$ cat src/rtl/rns2bin_32_31_21_5.sv
// rns2bin_32_31_21_5
// Reverse (RNS -> binary) converter for the moduli set {32, 31, 21, 5},
// dynamic range 104160. Uses Mixed-Radix Conversion with one digit per
// cycle:
//   X = a1 + 32*a2 + 992*a3 + 20832*a4
// a1 is r1 itself and is folded directly into the partial sum P. The later
// digits are added to P as they are produced, so the individual digits never
// need their own registers.
//
// Ports
//   clk, reset       rising-edge clock, asynchronous active-low reset
//   in_mod_1..4      residues mod 32, 31, 21, 5 (in_mod_4 uses bits [2:0])
//   in_valid/ready   input handshake; ready only when idle
//   out_N            converted value (0 when the tuple was illegal)
//   out_err          accepted tuple held an out-of-range residue
//   out_valid/ready  output handshake; outputs hold while stalled
module rns2bin_32_31_21_5 #(
  parameter int DYN_SIZE   = 16,
  parameter int MOD_SIZE_1 = 5,
  parameter int MOD_SIZE_2 = 5,
  parameter int MOD_SIZE_3 = 5,
  parameter int MOD_SIZE_4 = 3,
  parameter int MAX_MOD    = MOD_SIZE_1
) (
  input  logic               clk,
  input  logic               reset,
  input  logic [MAX_MOD-1:0] in_mod_1,
  input  logic [MAX_MOD-1:0] in_mod_2,
  input  logic [MAX_MOD-1:0] in_mod_3,
  input  logic [MAX_MOD-1:0] in_mod_4,
  input  logic               in_valid,
  output logic               in_ready,
  output logic [DYN_SIZE:0]  out_N,
  output logic               out_err,
  output logic               out_valid,
  input  logic               out_ready
);

  typedef enum logic [2:0] {IDLE, S_A2, S_A3, S_A4, DONE} state_t;

  state_t                  state_q, state_d;
  logic [MOD_SIZE_2-1:0]   r2_q, r2_d;
  logic [MOD_SIZE_3-1:0]   r3_q, r3_d;
  logic [MOD_SIZE_4-1:0]   r4_q, r4_d;
  logic [14:0]             p_q, p_d;      // partial sum, always < 20832
  logic                    err_q, err_d;
  logic [DYN_SIZE:0]       out_n_q, out_n_d;
  logic                    out_err_q, out_err_d;
  logic                    out_valid_q, out_valid_d;

  // Only the low bits of the mod-5 port carry a residue.
  logic [MAX_MOD-MOD_SIZE_4-1:0] unused_mod4_hi;
  assign unused_mod4_hi = in_mod_4[MAX_MOD-1:MOD_SIZE_4];

  // Reductions of the partial sum, combinational within the state cycle.
  logic [4:0] pm31, pm21;
  logic [2:0] pm5;
  assign pm31 = 5'(p_q % 15'd31);
  assign pm21 = 5'(p_q % 15'd21);
  assign pm5  = 3'(p_q % 15'd5);

  // Modular differences are formed as (r + m - p) so nothing goes negative.
  // Widths leave headroom for illegal residues (e.g. r2 = 31, r3 up to 31,
  // r4 up to 7); the result is garbage then, but out_N is forced to 0.
  logic [5:0] d2, d3;
  logic [3:0] d4;
  logic [4:0] a2, t3, a3;
  logic [2:0] t4, a4;
  logic [DYN_SIZE:0] sum;

  assign d2  = {1'b0, r2_q} + 6'd31 - {1'b0, pm31};
  assign a2  = 5'(d2 % 6'd31);                        // inv(32) mod 31 = 1
  assign d3  = {1'b0, r3_q} + 6'd21 - {1'b0, pm21};
  assign t3  = 5'(d3 % 6'd21);
  assign a3  = 5'(({5'd0, t3} * 10'd17) % 10'd21);    // inv(992) mod 21 = 17
  assign d4  = {1'b0, r4_q} + 4'd5 - {1'b0, pm5};
  assign t4  = 3'(d4 % 4'd5);
  assign a4  = 3'(({1'b0, t4} * 4'd3) % 4'd5);        // inv(20832) mod 5 = 3
  assign sum = 17'(p_q) + 17'(a4) * 17'd20832;

  always_comb begin
    state_d     = state_q;
    r2_d        = r2_q;
    r3_d        = r3_q;
    r4_d        = r4_q;
    p_d         = p_q;
    err_d       = err_q;
    out_n_d     = out_n_q;
    out_err_d   = out_err_q;
    out_valid_d = out_valid_q;
    case (state_q)
      IDLE: begin
        if (in_valid) begin
          r2_d    = in_mod_2[MOD_SIZE_2-1:0];
          r3_d    = in_mod_3[MOD_SIZE_3-1:0];
          r4_d    = in_mod_4[MOD_SIZE_4-1:0];
          p_d     = 15'(in_mod_1);                     // a1 = r1
          // The r1 term is always false at 5 bits; kept for width-generic form.
          err_d   = (6'(in_mod_1) >= 6'd32) |
                    (in_mod_2 >= 5'd31) |
                    (in_mod_3 >= 5'd21) |
                    (in_mod_4[MOD_SIZE_4-1:0] >= 3'd5);
          state_d = S_A2;
        end
      end
      S_A2: begin
        p_d     = p_q + {5'd0, a2, 5'd0};              // + 32*a2
        state_d = S_A3;
      end
      S_A3: begin
        p_d     = p_q + 15'(a3) * 15'd992;
        state_d = S_A4;
      end
      S_A4: begin
        out_n_d     = err_q ? '0 : sum;
        out_err_d   = err_q;
        out_valid_d = 1'b1;
        state_d     = DONE;
      end
      DONE: begin
        if (out_ready) begin
          out_valid_d = 1'b0;
          state_d     = IDLE;
        end
      end
      default: state_d = IDLE;
    endcase
  end

  always_ff @(posedge clk or negedge reset) begin
    if (!reset) begin
      state_q     <= IDLE;
      r2_q        <= '0;
      r3_q        <= '0;
      r4_q        <= '0;
      p_q         <= '0;
      err_q       <= 1'b0;
      out_n_q     <= '0;
      out_err_q   <= 1'b0;
      out_valid_q <= 1'b0;
    end else begin
      state_q     <= state_d;
      r2_q        <= r2_d;
      r3_q        <= r3_d;
      r4_q        <= r4_d;
      p_q         <= p_d;
      err_q       <= err_d;
      out_n_q     <= out_n_d;
      out_err_q   <= out_err_d;
      out_valid_q <= out_valid_d;
    end
  end

  assign in_ready  = (state_q == IDLE);
  assign out_N     = out_n_q;
  assign out_err   = out_err_q;
  assign out_valid = out_valid_q;

endmodule

$ cat config.mk
export PLATFORM = sky130hd
export DESIGN_NAME = rns2bin_32_31_21_5
export DESIGN_NICKNAME = d
export VERILOG_FILES = /design/src/rtl/rns2bin_32_31_21_5.sv
export SDC_FILE = /design/constraint.sdc
export NUM_CORES = 1
export LEC_CHECK = 0
export CAP_MARGIN = 30
export CORE_AREA = 5 5 191 266
export DETAILED_ROUTE_END_ITERATION = 10
export DIE_AREA = 0 0 196 271
export MAX_ROUTING_LAYER = met4
export SETUP_SLACK_MARGIN = 0.3
export SLEW_MARGIN = 20
export SYNTH_ARGS = -nofsm -noshare
export SYNTH_HDL_FRONTEND = slang
export SYNTH_SLANG_ARGS = --single-unit
$ cat constraint.sdc
create_clock -name clk -period 23.4 [get_ports clk]
set_clock_uncertainty 0.1 [all_clocks]
set_input_delay 4.68 -clock clk [delete_from_list [all_inputs] [get_ports clk]]
set_output_delay 4.68 -clock clk [all_outputs]
set_load 0.02 [all_outputs]
==> results.json <==
{
  "rows": 95,
  "synth_compound_area_share_pct": 34.7,
  "cpPeakStageDelay_ns": 0.60,
  "outcome": "completed",
  "areaGrowthSynthToFinish_pct": 11.9,
  "cts_hold_buf": 0,
  "cp-end-kind": "flip-flop",
  "final_max_slew_viol_count": 0,
  "tns_ns": 0,
  "grt_max_degree": 52,
  "reg2reg_to": "p_q[14]$_DFFE_PN0P_",
  "rrSetupSlack_ns": 1.98,
  "slew_headroom_pct": 35.9,
  "clock-root-buffer": "clkbuf_16",
  "drtAntennaViolNets": 0,
  "fmax_mhz": 46.7,
  "muxShareOfSynthArea_pct": 4.78,
  "firstDrtPassIters": 5,
  "clock-sinks": 51,
  "arrival_ns": 21.55,
  "netlist_top_cells_area": "dfrtp_1 (11%), ha_1 (9.5%), xnor2_1 (5.2%)",
  "fin_crit_sh_pct": 91.6,
  "clockBufferDepth": 2,
  "vias": 12300,
  "synth_top_family_by_area": "compound AO/OA/AOI/OAI gates",
  "synth_xor_area_share_pct": 7.22,
  "grt_use_total_pct": 12.6,
  "synth-edff-count": 0,
  "synth.most_common_cell": "nand2_1",
  "drt-initial-drc-count": 935,
  "netlist.area_leader.share_pct": 10.7,
  "die_width_um": 196,
  "cts_made_buffers": 5,
  "io_pins": 44,
  "worst_pin_slew_ns": 0.962,
  "dp_hpwl_um": 26400,
  "grt_pass1_wl_um": 56700,
  "dp_cells": 2217,
  "routed_wl_um": 34600,
  "fill_cells": 5232,
  "crit_fanout": 38,
  "synth_fa_ha_area_share_pct": 12.4,
  "antenna_found_initial": 0,
  "synthSimpleGateAreaFrac_pct": 23.6,
  "grt_pass1_vias": 12000,
  "postSynthAreaPerCell_sq_um": 7.33,
  "reg2reg_from": "p_q[12]$_DFFE_PN0P_",
  "cp_slowest_cell": "dfrtp_4",
  "cpMostUsedCell": "ha_1",
  "wl_met3_um": 910,
  "crit_type": "reg -> reg",
  "ys.flop_type": "dfrtp_1",
  "core_sq_um": 48000,
  "n_antenna_cell": 0,
  "synth_common_cells": "nand2_1 (135), nor2_1 (126), a21oi_1 (106)",
  "initial_core_util_pct": 24.7,
  "wl_met2_um": 17900,
  "holdPathStages": 2,
  "seq_area_frac_synth_pct": 10.7,
  "wl_per_cell_um": 15.5,
  "grt_overflow": 0,
  "gp_congestion": 0.899,
  "drive_above_1_share_pct": 9.14,
  "wl_met1_um": 14400,
  "r2r.worst_path.cells": 90,
  "nets": 1736,
  "seqCellArea_sq_um": 1290,
  "port_buffers": 41,
  "rsz0062_at_grt": "no",
  "synthCells": 1621,
  "yosysTopAreaCell": "dfrtp_1",
  "ys_warn_count": 0,
  "routed_via_density": 5.50,
  "clock_latency_ns": 0.32,
  "dieHeight_um": 271,
  "min_from": "out_N[0]$_DFFE_PN0P_",
  "tritoncts": "done",
  "final_cells": 2238,
  "clk_pin_slew_ns": 0.07,
  "synth.distinct_cells": 110,
  "required_ns": 23.53,
  "htreeDepth": 2,
  "hold_path_end": "out_N[0]$_DFFE_PN0P_",
  "dieArea_sq_um": 53100,
  "finalSetupViolations": 0,
  "ys_seq_elements": 51,
  "finalCriticalPeriod_ns": 21.42,
  "cp-start-kind": "flip-flop",
  "hold_violations": 0,
  "netlist_area_sq_um": 11900,
  "synthesis.nets": 1750,
  "synthArstFlopShare_pct": 100,
  "min-delay-path-class": "reg -> reg",
  "drv_cap": 0,
  "multiInputGateArea_sq_um": 9990,
  "dr.max_layer_used": "met4",
  "drc_errors": 0
}
cell type report:
type	instances	area share, %
clock buffer	6	0.970
clock inverter	2	0.452
inverter	83	2.40
multi-input combinational	1388	75.2
sequential	51	9.72
tap	630	5.93
timing repair buffer	78	5.34
repair_timing:
action	CTS	global route
resized for setup	0	42
endpoints found under the setup margin	0	7
buffers inserted	0	11
hold endpoints to repair	0	0
worst max-delay path by stage:
stage	end	depth (start not counted)	startpoint
2_1_floorplan	p_q[14]$_DFFE_PN0P_	90	p_q[12]$_DFFE_PN0P_
4_1_cts	p_q[14]$_DFFE_PN0P_	88	p_q[10]$_DFFE_PN0P_
3_3_place_gp	p_q[14]$_DFFE_PN0P_	86	p_q[10]$_DFFE_PN0P_
6_report	p_q[14]$_DFFE_PN0P_	90	p_q[12]$_DFFE_PN0P_
5_1_grt	p_q[14]$_DFFE_PN0P_	90	p_q[14]$_DFFE_PN0P_
3_5_place_dp	p_q[14]$_DFFE_PN0P_	89	p_q[10]$_DFFE_PN0P_
layout by cell type, fill, tap and decap left out, drive strengths merged, types with 14 or more instances in the layout:
cell	instances
a21o	40
buf	37
or3	17
ha	90
o31ai	29
mux2i	32
o21bai	15
and2	19
dfrtp	51
a211oi	18
xor2	27
a21boi	14
xnor2	71
o22ai	18
a21oi	107
nand2b	23
clkdlybuf4s50	40
fa	15
o21ai	105
a22o	22
nor2	128
a31oi	22
nand2	135
nand3	52
o211ai	27
and3	28
nor2b	18
nor3	43
a22oi	14
inv	78
o21a	18
mux2	22
per-stage QoR:
step / setup slack, ns / instance area (sq um) / hold WS (ns) / utilization (%)
floorplan: 3.96 / 11900 / 0.387 / -
global placement: 1.18 / 12800 / 0.372 / 26.7
detailed placement: 0.809 / 12800 / 0.369 / 26.7
CTS: 0.714 / 13000 / 0.396 / 27.1
global route: 0.251 / 13300 / 0.415 / 27.7
finish: 1.98 / 13300 / 0.394 / 27.7
registers in the layout (all words and copies together), names as in the netlist:
name and flops:
out_N 17, p_q 15, r2_q 5, r3_q 5
r4_q 3, state_q 3, err_q 1, out_err 1
out_valid 1
cells by family (layout without fill, tap and decap cells):
logic type | Yosys count | count (layout)
AO/OA/AOI/OAI | 577 | 577
XOR/XNOR | 98 | 98
adder cells (fa/ha/maj) | 110 | 110
buffers and inverters | 182 | 169
flip-flops | 51 | 51
multiplexers | 54 | 54
AND/OR/NAND/NOR | 549 | 549
routing by layer:
metal	vias up	track usage, %
met2	252	23.0
met4	0	5.86
met5	-	-
li1	6062	-
met3	81	0.896
met1	5908	13.9
worst max-delay path, delay by kind of cell (launching register included):
family,cells,cell delay [ns]
compound gates,33,6.67
xor+xnor,9,2.30
fa+ha+maj,15,4.81
buf+inv,11,1.33
flops,1,0.60
mux,5,1.27
simple gates,17,4.17
Power is not shown: default switching activity piles up to over one toggle a cycle in this logic, so the estimate is an artifact.
